File: config.mk
export PLATFORM = sky130hd
export DESIGN_NAME = param_seq_detector
export DESIGN_NICKNAME = d
export VERILOG_FILES = /design/src/rtl/param_seq_detector.sv
export SDC_FILE = /design/constraint.sdc
export NUM_CORES = 1
export LEC_CHECK = 0
export CORE_UTILIZATION = 30
export CTS_CLUSTER_DIAMETER = 30
export CTS_CLUSTER_SIZE = 14
export DETAILED_ROUTE_END_ITERATION = 10
export SLEW_MARGIN = 5
export SYNTH_ARGS = -nofsm -noshare
export SYNTH_HDL_FRONTEND = slang
export SYNTH_SLANG_ARGS = --single-unit
File: constraint.sdc
create_clock -name clk -period 7.26 [get_ports clk]
set_input_delay 0.726 -clock clk [delete_from_list [all_inputs] [get_ports clk]]
set_output_delay 0.726 -clock clk [all_outputs]
set_load 0.02 [all_outputs]
File: src/rtl/param_seq_detector.sv
// Runtime-programmable serial pattern detector (1..MAX_LEN bits)
// with overlap control, valid qualifier and saturating match count.
module param_seq_detector #(
  parameter int MAX_LEN = 8,
  parameter int LEN_W   = 4,
  parameter int CNT_W   = 8
) (
  input  logic               clk,
  input  logic               reset,
  input  logic               cfg_load,
  input  logic [MAX_LEN-1:0] cfg_pattern,
  input  logic [LEN_W-1:0]   cfg_len,
  input  logic               cfg_overlap,
  input  logic               in_valid,
  input  logic               x,
  input  logic               count_clr,
  output logic               z,
  output logic [CNT_W-1:0]   match_count,
  output logic               armed,
  output logic               cfg_err
);

  typedef enum logic {
    IDLE = 1'b0,
    RUN  = 1'b1
  } state_e;

  localparam logic [LEN_W-1:0] FILL_MAX = LEN_W'(MAX_LEN);
  localparam logic [CNT_W-1:0] CNT_MAX  = '1;

  state_e             state_q, state_d;
  logic [MAX_LEN-1:0] pat_q, pat_d;
  logic [LEN_W-1:0]   len_q, len_d;
  logic               ovl_q, ovl_d;
  logic [MAX_LEN-1:0] hist_q, hist_d;
  logic [LEN_W-1:0]   fill_q, fill_d;
  logic               z_q, z_d;
  logic [CNT_W-1:0]   cnt_q, cnt_d;
  logic               err_q, err_d;

  logic               len_ok;
  logic               accept;
  logic [MAX_LEN-1:0] hist_sh;
  logic [LEN_W-1:0]   fill_nx;
  logic [MAX_LEN-1:0] len_mask;
  logic               pat_hit;
  logic               hit;

  assign len_ok  = (cfg_len != '0) && (cfg_len <= FILL_MAX);
  assign accept  = (state_q == RUN) && in_valid && !cfg_load;
  assign hist_sh = {hist_q[MAX_LEN-2:0], x};
  assign fill_nx = (fill_q == FILL_MAX) ? fill_q : fill_q + 1'b1;

  // Select only the low len_q bits of history for comparison
  always_comb begin
    len_mask = '0;
    for (int i = 0; i < MAX_LEN; i++) begin
      len_mask[i] = (LEN_W'(i) < len_q);
    end
  end

  assign pat_hit = ((hist_sh ^ pat_q) & len_mask) == '0;
  assign hit     = accept && (fill_nx >= len_q) && pat_hit;

  // State register
  always_ff @(posedge clk) begin
    if (reset) begin
      state_q <= IDLE;
    end else begin
      state_q <= state_d;
    end
  end

  // Next-state logic: legal loads arm, illegal loads disarm
  always_comb begin
    state_d = state_q;
    unique case (state_q)
      IDLE: begin
        if (cfg_load && len_ok) begin
          state_d = RUN;
        end
      end
      RUN: begin
        if (cfg_load && !len_ok) begin
          state_d = IDLE;
        end
      end
      default: state_d = IDLE;
    endcase
  end

  // Datapath next values: config, history, fill, pulse, counter
  always_comb begin
    pat_d  = pat_q;
    len_d  = len_q;
    ovl_d  = ovl_q;
    hist_d = hist_q;
    fill_d = fill_q;
    err_d  = err_q;
    z_d    = hit;
    cnt_d  = cnt_q;

    if (cfg_load) begin
      hist_d = '0;
      fill_d = '0;
      err_d  = !len_ok;
      if (len_ok) begin
        pat_d = cfg_pattern;
        len_d = cfg_len;
        ovl_d = cfg_overlap;
      end
    end else if (accept) begin
      hist_d = hist_sh;
      // Non-overlap restarts the fill so the next match needs fresh bits
      fill_d = (hit && !ovl_q) ? '0 : fill_nx;
    end

    if (count_clr) begin
      cnt_d = '0;
    end else if (hit && (cnt_q != CNT_MAX)) begin
      cnt_d = cnt_q + 1'b1;
    end
  end

  // Datapath registers
  always_ff @(posedge clk) begin
    if (reset) begin
      pat_q  <= '0;
      len_q  <= '0;
      ovl_q  <= 1'b0;
      hist_q <= '0;
      fill_q <= '0;
      z_q    <= 1'b0;
      cnt_q  <= '0;
      err_q  <= 1'b0;
    end else begin
      pat_q  <= pat_d;
      len_q  <= len_d;
      ovl_q  <= ovl_d;
      hist_q <= hist_d;
      fill_q <= fill_d;
      z_q    <= z_d;
      cnt_q  <= cnt_d;
      err_q  <= err_d;
    end
  end

  // Outputs
  always_comb begin
    armed       = (state_q == RUN);
    z           = z_q;
    match_count = cnt_q;
    cfg_err     = err_q;
  end

endmodule

==> metrics, run 1 <==
Via Count=1418; clock-pin slew on the worst setup and hold paths=0.07 ns; Setup TNS=0 ns; maximum clock frequency=0.3094 GHz; main combinational cell family by area after synthesis=simple AND/OR/NAND/NOR gates; total congestion overflow=0; post-synthesis compound-gate area fraction=0.1328; Nets=249; vias in the first global route=1335; post-CTS setup buffer count=0; Main synth FF type=dfxtp_1; Slew Limit Fails=0; count leader, synth=dfxtp_1; hold_buf cts=0; drt total wl=3550 µm; Vias/cell=4.823; chip height=76.56 µm; HPWL reported at the end of detailed placement=2609 µm; Max-slew headroom=0.4992; initial core utilization=0.3184; yosys warns=0; worst path cell trace=clkdlybuf4s50_1, inv_1, nand3_1, a211oi_1, nand4_1, or4_1, a21oi_1; sequential element share of the synthesized area=0.4201; unrepaired setup endpoints after global routing=no; #FFs+latches synth=35; Slowest-stage cell, CP=or4_1; Crit Path Class=input port to register; Root Driver=clkbuf_8; Post-synth ARST share=0; Yosys top cell area share=0.4201; clock power share=0.387; Boundary Pins=30; Avg Cell Area, Syn=8.509 µm²; core box area=5238 µm²; worst-path fanout max=12; first-pass detailed-route iteration total=4; share of power burned in registers=0.511; row count=26; min Tclk post-route=3.232 ns; Routed WL per cell=12.07 µm; Die X=76.56 µm; initial DRC count=66; MaxCap Viol Count=0; ANT cells=0; final setup fails=0; Hold WS=0.4716 ns; CP Launch Type=input port; Max VDD drop=0.08678 mV; dpl ws=3.770 ns; first-pass GRT wire length=6265 µm; share of layout cells above drive strength 1=0.04018; slowest stage delay, CP=0.63 ns; antenna viol nets, final=0; TritonCTS clock tree=done; most instantiated cells after synthesis=35 x dfxtp_1, 22 x nand2_1, 21 x nor2_1; cts bufs inserted=5; CTS HTree Levels=2; clk_skew=0.007262 ns; pin count of the biggest net entering global routing=21; post-CTS sizing=0; synthesized area=1668 µm²; Layout area overhead=26.56%; largest area contributor in the netlist=dfxtp_1; Req. time, crit path=7.48 ns; final setup margin=4.028 ns; internal power=0.3045 mW; Tcrit/Tclk final=0.4452; hold crit path type=register to register; Post-synth EDFFs=0; Final Hold Viols=0; # clock sinks=35; measured slew at the worst slew-check pin=0.7484 ns; largest cells by area after synthesis=dfxtp_1 42%, mux2i_1 7.8%, ha_1 5.3%, nand2_1 5.0%, nor2_1 4.7%; fraction of the mapped netlist area in adder cells=0.05251; Distinct cells, synth=33; multiplexer share of the synthesized area=0.07802; Gate power share=0.102; Die ar.=5861 µm²; CP Capture Type=register; status=finished clean; crit path DAT=3.45 ns; P_leak=0.8130 nW; drt drc=0; sw power=0.08940 mW; Port Buf Inserts=29; CTS max path bufs=2; gp weighted congestion=0.7603; XOR/XNOR share of the synthesized area=0.06827; Cells after Synth=196; sw frac=0.2270; antenna violations before repair=0; Total Power=0.3939 mW; Clock Latency Late Sink=0.28 ns; syn_nets=222; P per Cell Area=186.6 nW/µm²; GRT Overall Usage=0.1344; post-synthesis simple-gate area fraction=0.2071
path summary, 6_finish.rpt:
check,startpoint,end,slack [ns],cells after the start
worst max-delay path,cfg_load,match_count[7],4.03,7
worst min-delay path,hist_q[6],hist_q[6],0.47,2
worst max register to register,fill_q[0],match_count[7],4.14,11
worst min register to register,hist_q[6],hist_q[6],0.47,2
per-layer routing:
| layer | global-route usage | vias up | routed length (µm) |
|---|---|---|---|
| li1 | - | 743 | - |
| met1 | 0.1697 | 652 | 1715 |
| met2 | 0.2162 | 18 | 1675 |
| met3 | 0.02994 | 5 | 96 |
| met4 | 0.06346 | 0 | 62 |
| met5 | 0 | - | 0 |
worst max-delay path, delay by kind of cell:
family	cells	cell delay [ns]
compound gates	2	0.65
simple gates	3	1.44
buf+inv	2	0.64
metrics by stage:
stage | util | std cells | cell area (µm²)
after CTS | 0.4030 | 294 | 2111
final | 0.4030 | 294 | 2111
after global placement | 0.3839 | 286 | 2011
after global routing | 0.4030 | 294 | 2111
after detailed placement | 0.3839 | 286 | 2011
after floorplan | - | 196 | 1668
cell usage in the layout, fill, tap and decap left out, types with 2 or more instances in the layout:
cell type         n
or2_2             2
dfxtp_1          35
xor2_1            5
xnor2_1           8
o31ai_1           3
a21oi_1          15
inv_1             9
nand3_1          13
o22ai_1           2
nor2_1           21
o21ai_0           6
clkbuf_8          7
or4_1             3
ha_1              7
clkdlybuf4s50_1  29
mux2i_1          13
nand2_1          22
and3_1            2
or3_1             2
nor3_1            5
a211oi_1          2
o32ai_1           2
state kept, by name, indices dropped and copies added (netlist names), named ones only:
signal and cells:
match_count 8, pat_q 8, hist_q 7, fill_q 4
len_q 4, cfg_err 1, ovl_q 1, z 1
cells by family after synthesis:
kind of cell	Yosys count
compound gates	36
flops	35
xor+xnor	13
buf+inv	18
fa+ha+maj	7
mux	13
simple gates	74
cell type report:
class                   count  area [µm²]
clock buffers               8       100.1
fillers                   563        3127
inverters                   9       33.78
multi-input cells         143       898.4
flip-flops and latches     35       700.7
well taps                  70       87.58
repair buffers             29       290.3
power by group through the flow:
stage,Combinational (mW),Clock (mW),Sequential [mW]
3_3_place_gp,0.0401,0,0.206
2_1_floorplan,0.0230,0,0.206
6_report,0.0401,0.152,0.201
3_5_place_dp,0.0406,0,0.206
4_1_cts,0.0407,0.157,0.201
5_1_grt,0.0445,0.165,0.202
No activity file was read; power rests on OpenSTA's default activity.
==> inputs of run 2 (changes only) <==
==> constraint.sdc (replaced) <==
create_clock -name clk -period 2.6 [get_ports clk]
set_input_delay 0.26 -clock clk [delete_from_list [all_inputs] [get_ports clk]]
set_output_delay 0.26 -clock clk [all_outputs]
set_load 0.02 [all_outputs]
==> metrics, run 2 (synthesis results as in run 1) <==
status=finished clean; Layout area overhead=35.03%; most common cell after layout, fill and taps aside=dfxtp_1; R2R depth=11 (unchanged); measured slew at the worst slew-check pin=0.3960 ns (-0.3523 ns); storage element area=705.7 µm² (+0.71%); Tcrit/Tclk final=0.9453; Hold WS=0.4671 ns (-0.004516 ns); core box area=5238 µm² (unchanged); Worst Path Buf+Inv=2 (unchanged); Inst Count DP=298 (+4.2%); Port Buf Inserts=29 (unchanged); # clock sinks=35 (unchanged); post-route non-filler standard cell count=307 (+4.4%); Nets=262 (+5.2%); P_leak=0.8912 nW (+9.6%); initial core utilization=0.3184 (unchanged); vias in the first global route=1306 (-2.2%); Routed WL per cell=11.76 µm (-2.6%); pin count of the biggest net entering global routing=15 (-29%); Total Power=1.116 mW (+180%); MaxCap Viol Count=0 (unchanged); final setup margin=0.1421 ns (-3.886 ns); Req. time, crit path=2.82 ns (-4.66 ns); maximum clock frequency=0.4069 GHz; Die X=76.56 µm (unchanged); initial DRC count=39 (-41%); P per Cell Area=495.6 nW/µm² (+170%); Root Driver=clkbuf_8; Die ar.=5861 µm² (unchanged); worst-path fanout max=4 (-8); Max VDD drop=0.3522 mV (+310%); Slew Limit Fails=0 (unchanged); Max-slew headroom=0.7352 (+0.2359); Crit. path cell count=11 (+4); Crit Path Class=register to register; drt drc=0 (unchanged); Multi-input gate area=924.6 µm² (+2.9%); worst path cell trace=inv_2, ha_2, and3b_2, xnor2_2, ha_1, o21ai_2, a211oi_2, nand4_1, buf_4, or3_1, a21oi_1; Via Count=1462 (+3.1%); clk_skew=0.006374 ns (-0.0008883 ns); CP Capture Type=register; CTS HTree Levels=2 (unchanged); Slowest-stage cell, CP=dfxtp_4; clock-pin slew on the worst setup and hold paths=0.07 ns (about the same); TritonCTS clock tree=done; ANT cells=0 (unchanged); Post-Place Cell Area=2113 µm² (+5.1%); first-pass detailed-route iteration total=4 (unchanged); cts bufs inserted=5 (unchanged); row count=26 (unchanged); Clock Latency Late Sink=0.28 ns (about the same); GRT Overall Usage=0.1310 (-0.003497); Final Hold Viols=0 (unchanged); dpl ws=0.01758 ns (-3.753 ns); CP Launch Type=register; CTS max path bufs=2 (unchanged); Vias/cell=4.762 (-1.3%); gp weighted congestion=0.7882 (+3.7%); first-pass GRT wire length=6085 µm (-2.9%); hold crit path type=register to register; fin area=2252 µm² (+6.7%); min Tclk post-route=2.458 ns; share of layout cells above drive strength 1=0.1435 (+0.1033); antenna viol nets, final=0 (unchanged); most frequent cells in the layout=33 x dfxtp_1, 29 x clkdlybuf4s50_1, 22 x nand2_1, 20 x nor2_1, 14 x a21oi_1; antenna violations before repair=0 (unchanged); total congestion overflow=0 (unchanged); drt total wl=3610 µm (+1.7%); Filler Cells Inserted=513 (-8.9%); chip height=76.56 µm (unchanged); HPWL reported at the end of detailed placement=2700 µm (+3.5%); crit path DAT=2.68 ns (-0.77 ns); Crit path max-delay family=simple AND/OR/NAND/NOR gates; slowest stage delay, CP=0.36 ns (-0.27 ns); final setup fails=0 (unchanged); hold depth=2 (unchanged); Boundary Pins=30 (unchanged)
run 2: area by class of cell:
class	count	share of cell area
well taps	70	0.03889
repair buffers	42	0.1778
flip-flops and latches	35	0.3133
inverters	9	0.01500
multi-input cells	143	0.4106
clock buffers	8	0.04444
run 2: per-layer routing:
metal  global-route usage  share of wire
met5                    0              0
met4              0.05192          0.012
met3              0.03353          0.025
met2               0.2216           0.49
met1               0.1573           0.48
run 2: metrics by stage:
step	utilization	TNS, ns
after floorplan	-	0
after global placement	0.4035	0
after detailed placement	0.4035	0
after CTS	0.4236	0
after global routing	0.4300	-0.004851
final	0.4300	0
run 2: what timing repair did:
action / 4_1_cts / 5_1_grt
gates cloned: 0 / 0
setup buffers: 0 / 1
gates resized for setup: 1 / 13
endpoints found under the setup margin: 3 / 5
hold buffers: 0 / 0
pin swaps: 1 / 12
run 2: worst paths after layout:
kind / slack, ns / to / startpoint
worst max-delay path: 0.14 / match_count[3] / fill_q[0]
worst min-delay path: 0.47 / hist_q[6] / hist_q[6]
worst max register to register: 0.14 / match_count[3] / fill_q[0]
worst min register to register: 0.47 / hist_q[6] / hist_q[6]
run 2: report_power, final:
group / leakage [nW] / switching, mW / internal (mW)
clock network: 0.0515 / 0.185 / 0.242
registers: 0.285 / 0.0123 / 0.549
logic: 0.554 / 0.0578 / 0.0699
run 2: tightest hold or removal path: cells and delay by family, from the launching register on:
family	cells	cell delay, ns
flip-flops	1	0.32
AND/OR/NAND/NOR	1	0.05
AO/OA/AOI/OAI	1	0.05
